## src/rtl/sifted_key_packer.sv

```systemverilog
// Sifted-key packer: gathers 0..LANES bits per beat MSB-first into WORD_W-bit
// words, writes completed words to BRAM port A, pads the tail word at frame end
// and reports bit/word counts with a one-cycle finish pulse.
module sifted_key_packer #(
    parameter int unsigned  WORD_W  = 64,
    parameter int unsigned  DEPTH   = 32768,
    parameter int unsigned  ADDR_W  = 15,
    parameter int unsigned  LANES   = 4,
    parameter logic         PAD_BIT = 1'b0,
    localparam int unsigned CNT_W   = $clog2(LANES + 1),
    localparam int unsigned KB_W    = ADDR_W + $clog2(WORD_W) + 1
) (
    input  logic              clk,
    input  logic              rst_n,
    input  logic              start,
    input  logic              in_valid,
    input  logic [LANES-1:0]  in_bits,
    input  logic [CNT_W-1:0]  in_cnt,
    input  logic              in_last,
    output logic              in_ready,
    output logic [WORD_W-1:0] siftedkey_dina,
    output logic [ADDR_W-1:0] siftedkey_addra,
    output logic              siftedkey_clka,
    output logic              siftedkey_ena,
    output logic              siftedkey_wea,
    output logic [KB_W-1:0]   key_bits,
    output logic [ADDR_W:0]   word_count,
    output logic              overflow,
    output logic              sifting_finish
);

    localparam int unsigned   RES_W    = $clog2(WORD_W) + 1;
    localparam int unsigned   EXT_W    = WORD_W + LANES;
    localparam logic [ADDR_W:0] FULL_CNT = (ADDR_W + 1)'(DEPTH);
    localparam logic [ADDR_W:0] LAST_CNT = (ADDR_W + 1)'(DEPTH - 1);

    typedef enum logic [1:0] {StIdle, StRun, StPad, StDone} state_e;

    state_e            state_q, state_d;
    logic [WORD_W-1:0] acc_q, acc_d;
    logic [RES_W-1:0]  res_q, res_d;
    logic [KB_W-1:0]   kbits_q, kbits_d;
    logic [ADDR_W:0]   wcnt_q, wcnt_d;
    logic              ovf_q, ovf_d;
    logic              ena_q, ena_d;
    logic [WORD_W-1:0] dina_q, dina_d;
    logic [ADDR_W-1:0] addra_q, addra_d;
    logic              fin_q, fin_d;

    logic [EXT_W-1:0]  ext;
    logic [WORD_W-1:0] pad_word;
    logic              full;
    int unsigned       n, res, nsum, carry;

    // Next-state: bit packing, word writes, tail padding and frame sequencing.
    always_comb begin
        state_d  = state_q;
        acc_d    = acc_q;
        res_d    = res_q;
        kbits_d  = kbits_q;
        wcnt_d   = wcnt_q;
        ovf_d    = ovf_q;
        ena_d    = 1'b0;
        dina_d   = dina_q;
        addra_d  = addra_q;
        fin_d    = 1'b0;
        ext      = {acc_q, {LANES{1'b0}}};
        pad_word = '0;
        full     = (wcnt_q == FULL_CNT);
        res      = 32'(res_q);
        n        = (32'(in_cnt) > LANES) ? LANES : 32'(in_cnt);
        nsum     = res + n;
        carry    = (nsum >= WORD_W) ? nsum - WORD_W : 0;

        // Bit at stream position p lands at ext[EXT_W-1-p]; positions past
        // WORD_W fall into the low LANES bits and become the carry.
        for (int unsigned p = 0; p < EXT_W; p++) begin
            for (int unsigned i = 0; i < LANES; i++) begin
                if (i < n && res + i == p) begin
                    ext[EXT_W-1-p] = in_bits[i];
                end
            end
        end
        for (int unsigned j = 0; j < WORD_W; j++) begin
            pad_word[WORD_W-1-j] = (j < res) ? acc_q[WORD_W-1-j] : PAD_BIT;
        end

        unique case (state_q)
            StIdle: begin
                if (start) begin
                    acc_d   = '0;
                    res_d   = '0;
                    kbits_d = '0;
                    wcnt_d  = '0;
                    ovf_d   = 1'b0;
                    addra_d = '0;
                    state_d = StRun;
                end
            end
            StRun: begin
                if (start) begin
                    acc_d   = '0;
                    res_d   = '0;
                    kbits_d = '0;
                    wcnt_d  = '0;
                    ovf_d   = 1'b0;
                    addra_d = '0;
                end else if (in_valid) begin
                    if (full) begin
                        if (n != 0) ovf_d = 1'b1;
                    end else if (nsum >= WORD_W) begin
                        ena_d   = 1'b1;
                        dina_d  = ext[EXT_W-1 -: WORD_W];
                        addra_d = wcnt_q[ADDR_W-1:0];
                        wcnt_d  = wcnt_q + 1'b1;
                        if (wcnt_q == LAST_CNT) begin
                            // Final BRAM word: carried bits have nowhere to go.
                            if (carry != 0) ovf_d = 1'b1;
                            kbits_d = kbits_q + KB_W'(n - carry);
                            acc_d   = '0;
                            res_d   = '0;
                        end else begin
                            kbits_d = kbits_q + KB_W'(n);
                            acc_d   = WORD_W'(ext[LANES-1:0]) << (WORD_W - LANES);
                            res_d   = RES_W'(carry);
                        end
                    end else begin
                        kbits_d = kbits_q + KB_W'(n);
                        acc_d   = ext[EXT_W-1 -: WORD_W];
                        res_d   = RES_W'(nsum);
                    end
                    if (in_last) state_d = StPad;
                end
            end
            StPad: begin
                if (res_q != '0 && !full) begin
                    ena_d   = 1'b1;
                    dina_d  = pad_word;
                    addra_d = wcnt_q[ADDR_W-1:0];
                    wcnt_d  = wcnt_q + 1'b1;
                end
                acc_d   = '0;
                res_d   = '0;
                state_d = StDone;
            end
            StDone: begin
                fin_d   = 1'b1;
                state_d = StIdle;
            end
            default: state_d = StIdle;
        endcase
    end

    // State and registered outputs; reset drops any partial word.
    always_ff @(posedge clk or negedge rst_n) begin
        if (!rst_n) begin
            state_q <= StIdle;
            acc_q   <= '0;
            res_q   <= '0;
            kbits_q <= '0;
            wcnt_q  <= '0;
            ovf_q   <= 1'b0;
            ena_q   <= 1'b0;
            dina_q  <= '0;
            addra_q <= '0;
            fin_q   <= 1'b0;
        end else begin
            state_q <= state_d;
            acc_q   <= acc_d;
            res_q   <= res_d;
            kbits_q <= kbits_d;
            wcnt_q  <= wcnt_d;
            ovf_q   <= ovf_d;
            ena_q   <= ena_d;
            dina_q  <= dina_d;
            addra_q <= addra_d;
            fin_q   <= fin_d;
        end
    end

    assign in_ready        = (state_q == StRun);
    assign siftedkey_clka  = clk;
    assign siftedkey_ena   = ena_q;
    assign siftedkey_wea   = ena_q;
    assign siftedkey_dina  = dina_q;
    assign siftedkey_addra = addra_q;
    assign key_bits        = kbits_q;
    assign word_count      = wcnt_q;
    assign overflow        = ovf_q;
    assign sifting_finish  = fin_q;

endmodule
```

## config.mk

```make
export PLATFORM = sky130hd
export DESIGN_NAME = sifted_key_packer
export DESIGN_NICKNAME = d
export VERILOG_FILES = /design/src/rtl/sifted_key_packer.sv
export SDC_FILE = /design/constraint.sdc
export NUM_CORES = 1
export LEC_CHECK = 0
export BUFFER_PORTS_ARGS = -buffer_cell sky130_fd_sc_hd__buf_2
export CAP_MARGIN = 10
export CORE_AREA = 2 2 248 226
export CTS_CLUSTER_SIZE = 20
export DETAILED_ROUTE_END_ITERATION = 12
export DIE_AREA = 0 0 250 228
export PLACE_DENSITY_LB_ADDON = 0.25
export SKIP_LAST_GASP = 1
export SLEW_MARGIN = 20
export SYNTH_ARGS = -nofsm -noshare
export SYNTH_HDL_FRONTEND = slang
export SYNTH_SLANG_ARGS = --single-unit
```

## constraint.sdc

```tcl
create_clock -name clk -period 10.13 [get_ports clk]
set_clock_uncertainty 0.2 [all_clocks]
set_input_delay 2.5325 -clock clk [delete_from_list [all_inputs] [get_ports clk]]
set_output_delay 2.5325 -clock clk [all_outputs]
set_load 0.02 [all_outputs]
```

==> flow_summary_export.csv <==
group,metric,value,unit
run_status,outcome,"completed",
power,ir_drop,0.1556,mV
grt,grt_pass1_wl,113200,µm
critical_path,critical-path-top-delay-family,"buffers and inverters",
die,die_w,250,µm
synthesis,synth-compound-area-share,0.2906,
grt,overflow,0,
route,avgRoutedWirePerCell,26.95,µm
die,rows,82,
synthesis,ys_ff_latch,193,
critical_path,r2r_setup_slack,4040,ps
synthesis,synth_area_leaders,"dfrtp_1 30%, nand2_1 7.1%, o21ai_0 6.2%",
synthesis,synth_mux_area_frac,0.04510,
critical_path,cp-start-kind,"clock port",
sta,finalSetupViolCount,0,
layout,fillers,5826,
critical_path,worstPathArrival,5460,ps
min_path,min_from,"siftedkey_dina[16]",
min_path,min_to,"siftedkey_dina[16]",
power,total_power,3310,µW
power,intPower,1743,µW
sta,drv_slew,0,
critical_path,cp_slowest_stage_delay,150,ps
synthesis,synth_edf_count,0,
layout,syn_to_final_growth,12.35,%
route,dr.pass1.iters,6,
synthesis,synthSimpleGateAreaFrac,0.2382,
power,clkPwrFrac,0.258,
critical_path,slowest_stage,"buf_2",
grt,antenna_found_initial,3,
sta,grt_setup_unrepaired,"no",
route,avgViaCountPerCell,6.267,
route,drt.antenna.violating_nets,0,
synthesis,syn_nets,2099,
cts,clkSlewWorstSetupHoldPaths,80,ps
synthesis,async_flop_share,1.000,
critical_path,path_max_fanout,2,
synthesis,synthDistinctLibCells,96,
synthesis,synthXorXnorAreaFrac,0.02162,
synthesis,synth_top_family_by_area,"compound AO/OA/AOI/OAI gates",
min_path,holdCritPathClass,"reg2reg",
critical_path,path_cells,"clkbuf_16 -> clkbuf_16 -> buf_2",
die,core,54790,µm²
power,powerDensity,182.4,nW/µm²
critical_path,cp-end-kind,"output pin",
grt,grt_util_all_layers,0.2635,
die,dieHeight,228,µm
critical_path,timing.rr.start,"res_q[0]",
synthesis,synth_fa_ha_area_frac,0.05191,
power,pwr-share-seq,0.289,
synthesis,synth_top_flop_cell,"dfrtp_1",
power,sw_frac_of_total,0.4732,
critical_path,crit_type,"clk2out",
critical_path,r2r_cells,19,
power,p_comb_frac,0.452,
synthesis,yosysSeqAreaShare,0.2991,
cts,postCtsSetupRepairBufs,0,
route,routed_wl,75230,µm
job,max_cap_viol_count,0,
cts,postCtsResizedCells,0,
sta,final-hold-violation-count,0,
layout,nNetsFinal,2137,
power,leakage,0.006912,µW
critical_path,required,7400,ps
synthesis,syn_area_per_cell,7.982,µm²
grt,grt_max_degree,98,
die,boundaryPins,135,
power,p_sw,1566,µW
synthesis,yosysWarnings,0,
synthesis,synth_cells,2023,
route,drt_iter0_markers,2111,
critical_path,r2r-end,"key_bits[21]",
synthesis,syn-cell-area,16150,µm²
die,die-area,57000,µm²
route,drc_errors,0,
min_path,hold_path_depth,2,
place,io_buffers,134,
route,num_vias,17490,
sta,tightest_slew,1168,ps
cts,cts_hold_repair.buffers,0,
synthesis,synth_top_area_share,0.2991,
grt,grt_pass1_vias,16990,
sta,setup-tns-final,0,ps
layout,final_layout_size_suffix_gt1_frac,0.1360,
critical_path,cpMostUsedCell,"clkbuf_16",
cts,clock_latency,650,ps
sta,slew_headroom,0.2213,
cts,cts_tree,"done",
critical_path,crit_buf_inv,3,
place,hpwl,49910,µm
die,start_util,0.2947,
synthesis,yosysTopAreaCell,"dfrtp_1",
place,place_congestion,0.9703,
synthesized netlist by cell type, types with 10 or more instances:
master / count
and3_1: 20
nor2_1: 137
a31oi_1: 44
nor2b_1: 16
clkbuf_1: 109
nand3b_1: 10
a21o_1: 12
o21ai_1: 11
o22ai_1: 13
nand3_1: 57
buf_2: 45
a21oi_1: 59
nand4_1: 31
o221ai_1: 32
o311ai_1: 16
inv_1: 24
nand2_1: 307
xor2_1: 12
o211ai_1: 60
o311ai_0: 65
mux2i_1: 69
nand2b_1: 16
or3_1: 22
nor3_1: 68
a32oi_1: 10
a32o_1: 11
nor3b_1: 11
a22o_1: 14
o21a_1: 18
nor4_1: 38
o31ai_1: 24
xnor2_1: 26
o21ai_0: 201
dfrtp_1: 193
ha_1: 59
worst max-delay path by stage:
| stage | from | end | depth (start not counted) | slack [ps] |
|---|---|---|---|---|
| final | clk | siftedkey_clka | 3 | 1940 |
| after global routing | in_cnt[2] | key_bits[20] | 23 | 1730 |
| after CTS | clk | siftedkey_clka | 3 | 1940 |
| after detailed placement | in_cnt[2] | key_bits[21] | 21 | 1740 |
| after global placement | in_cnt[2] | key_bits[17] | 21 | 1850 |
| after floorplan | clk | siftedkey_clka | 1 | 2200 |
placed cells by master, fill, tap and decap left out, types with 7 or more instances in the layout:
| cell | instances |
|---|---|
| nand2_1 | 305 |
| o21ai_0 | 201 |
| dfrtp_1 | 193 |
| nor2_1 | 136 |
| buf_2 | 133 |
| mux2i_1 | 69 |
| nor3_1 | 68 |
| o311ai_0 | 64 |
| o211ai_1 | 60 |
| ha_1 | 58 |
| a21oi_1 | 57 |
| nand3_1 | 57 |
| buf_4 | 51 |
| a31oi_1 | 44 |
| nor4_1 | 36 |
| o221ai_1 | 32 |
| nand4_1 | 31 |
| xnor2_1 | 26 |
| inv_1 | 24 |
| o31ai_1 | 23 |
| or3_1 | 22 |
| and3_1 | 20 |
| clkbuf_16 | 20 |
| o21a_1 | 18 |
| nand2b_1 | 16 |
| o311ai_1 | 16 |
| nor2b_1 | 15 |
| a22o_1 | 14 |
| o22ai_1 | 13 |
| xor2_1 | 12 |
| a21o_1 | 11 |
| o21ai_1 | 11 |
| a32o_1 | 11 |
| nor3b_1 | 10 |
| nand3b_1 | 10 |
| a32oi_1 | 10 |
| a211oi_1 | 9 |
| and2_1 | 8 |
| o311a_1 | 7 |
power by group through the flow:
stage / clock network [µW] / registers (µW) / logic (µW)
4_1_cts: 877 / 959 / 1480
2_1_floorplan: 11.5 / 1080 / 838
6_report: 856 / 958 / 1500
3_5_place_dp: 9.22 / 974 / 1480
5_1_grt: 904 / 976 / 1620
3_3_place_gp: 9.22 / 968 / 1470
area by class of cell:
class / instances / area [µm²] / share of cell area
well taps: 714 / 893.4 / 0.04924
inverters: 29 / 108.9 / 0.006000
multi-input cells: 1632 / 10530 / 0.5804
repair buffers: 184 / 1059 / 0.05835
flip-flops and latches: 193 / 4830 / 0.2662
clock inverters: 15 / 209.0 / 0.01152
clock buffers: 21 / 505.5 / 0.02786
diodes: 3 / 7.507 / 0.0004138
per-stage QoR:
| stage | cell area, µm² | util | worst slack (ps) | hold slack (ps) | instances |
|---|---|---|---|---|---|
| 2_1_floorplan | 16150 | - | 2199 | 262.3 | 2023 |
| 6_report | 18140 | 0.3311 | 1938 | 280.7 | 2791 |
| 3_5_place_dp | 17410 | 0.3178 | 1735 | 267.0 | 2753 |
| 4_1_cts | 18120 | 0.3308 | 1936 | 285.8 | 2788 |
| 3_3_place_gp | 17410 | 0.3178 | 1845 | 258.0 | 2753 |
| 5_1_grt | 18130 | 0.3310 | 1730 | 303.1 | 2788 |
state kept, by name (all words and copies together), names as in the netlist:
signal / flops
acc_q: 64
siftedkey_dina: 64
key_bits: 22
word_count: 16
siftedkey_addra: 15
res_q: 7
state_q: 2
overflow: 1
siftedkey_ena: 1
sifting_finish: 1
kinds of logic (layout without fill, tap and decap cells):
| logic type | count (synthesis) | count (layout) |
|---|---|---|
| xor gates and xnor gates | 39 | 39 |
| DFF | 193 | 193 |
| muxes | 72 | 72 |
| adders and majority gates | 64 | 64 |
| buffers and inverters | 198 | 249 |
| and+or+nand+nor | 782 | 782 |
| AOI/OAI and AO/OA | 675 | 675 |
| other | 0 | 3 |
metal layers:
layer	routed length, µm	track usage	up-vias
li1	-	-	7759
met1	32570	0.3663	8521
met2	30690	0.3667	1017
met3	9097	0.08843	192
met4	2859	0.1173	2
met5	7	0	-
tightest hold or removal path, delay by kind of cell, from the launching register on:
family             cells  cell delay [ps]
DFF                    1              340
and+or+nand+nor        1               50
AOI/OAI and AO/OA      1               60
Note: power is estimated with default switching activity, not from simulation.
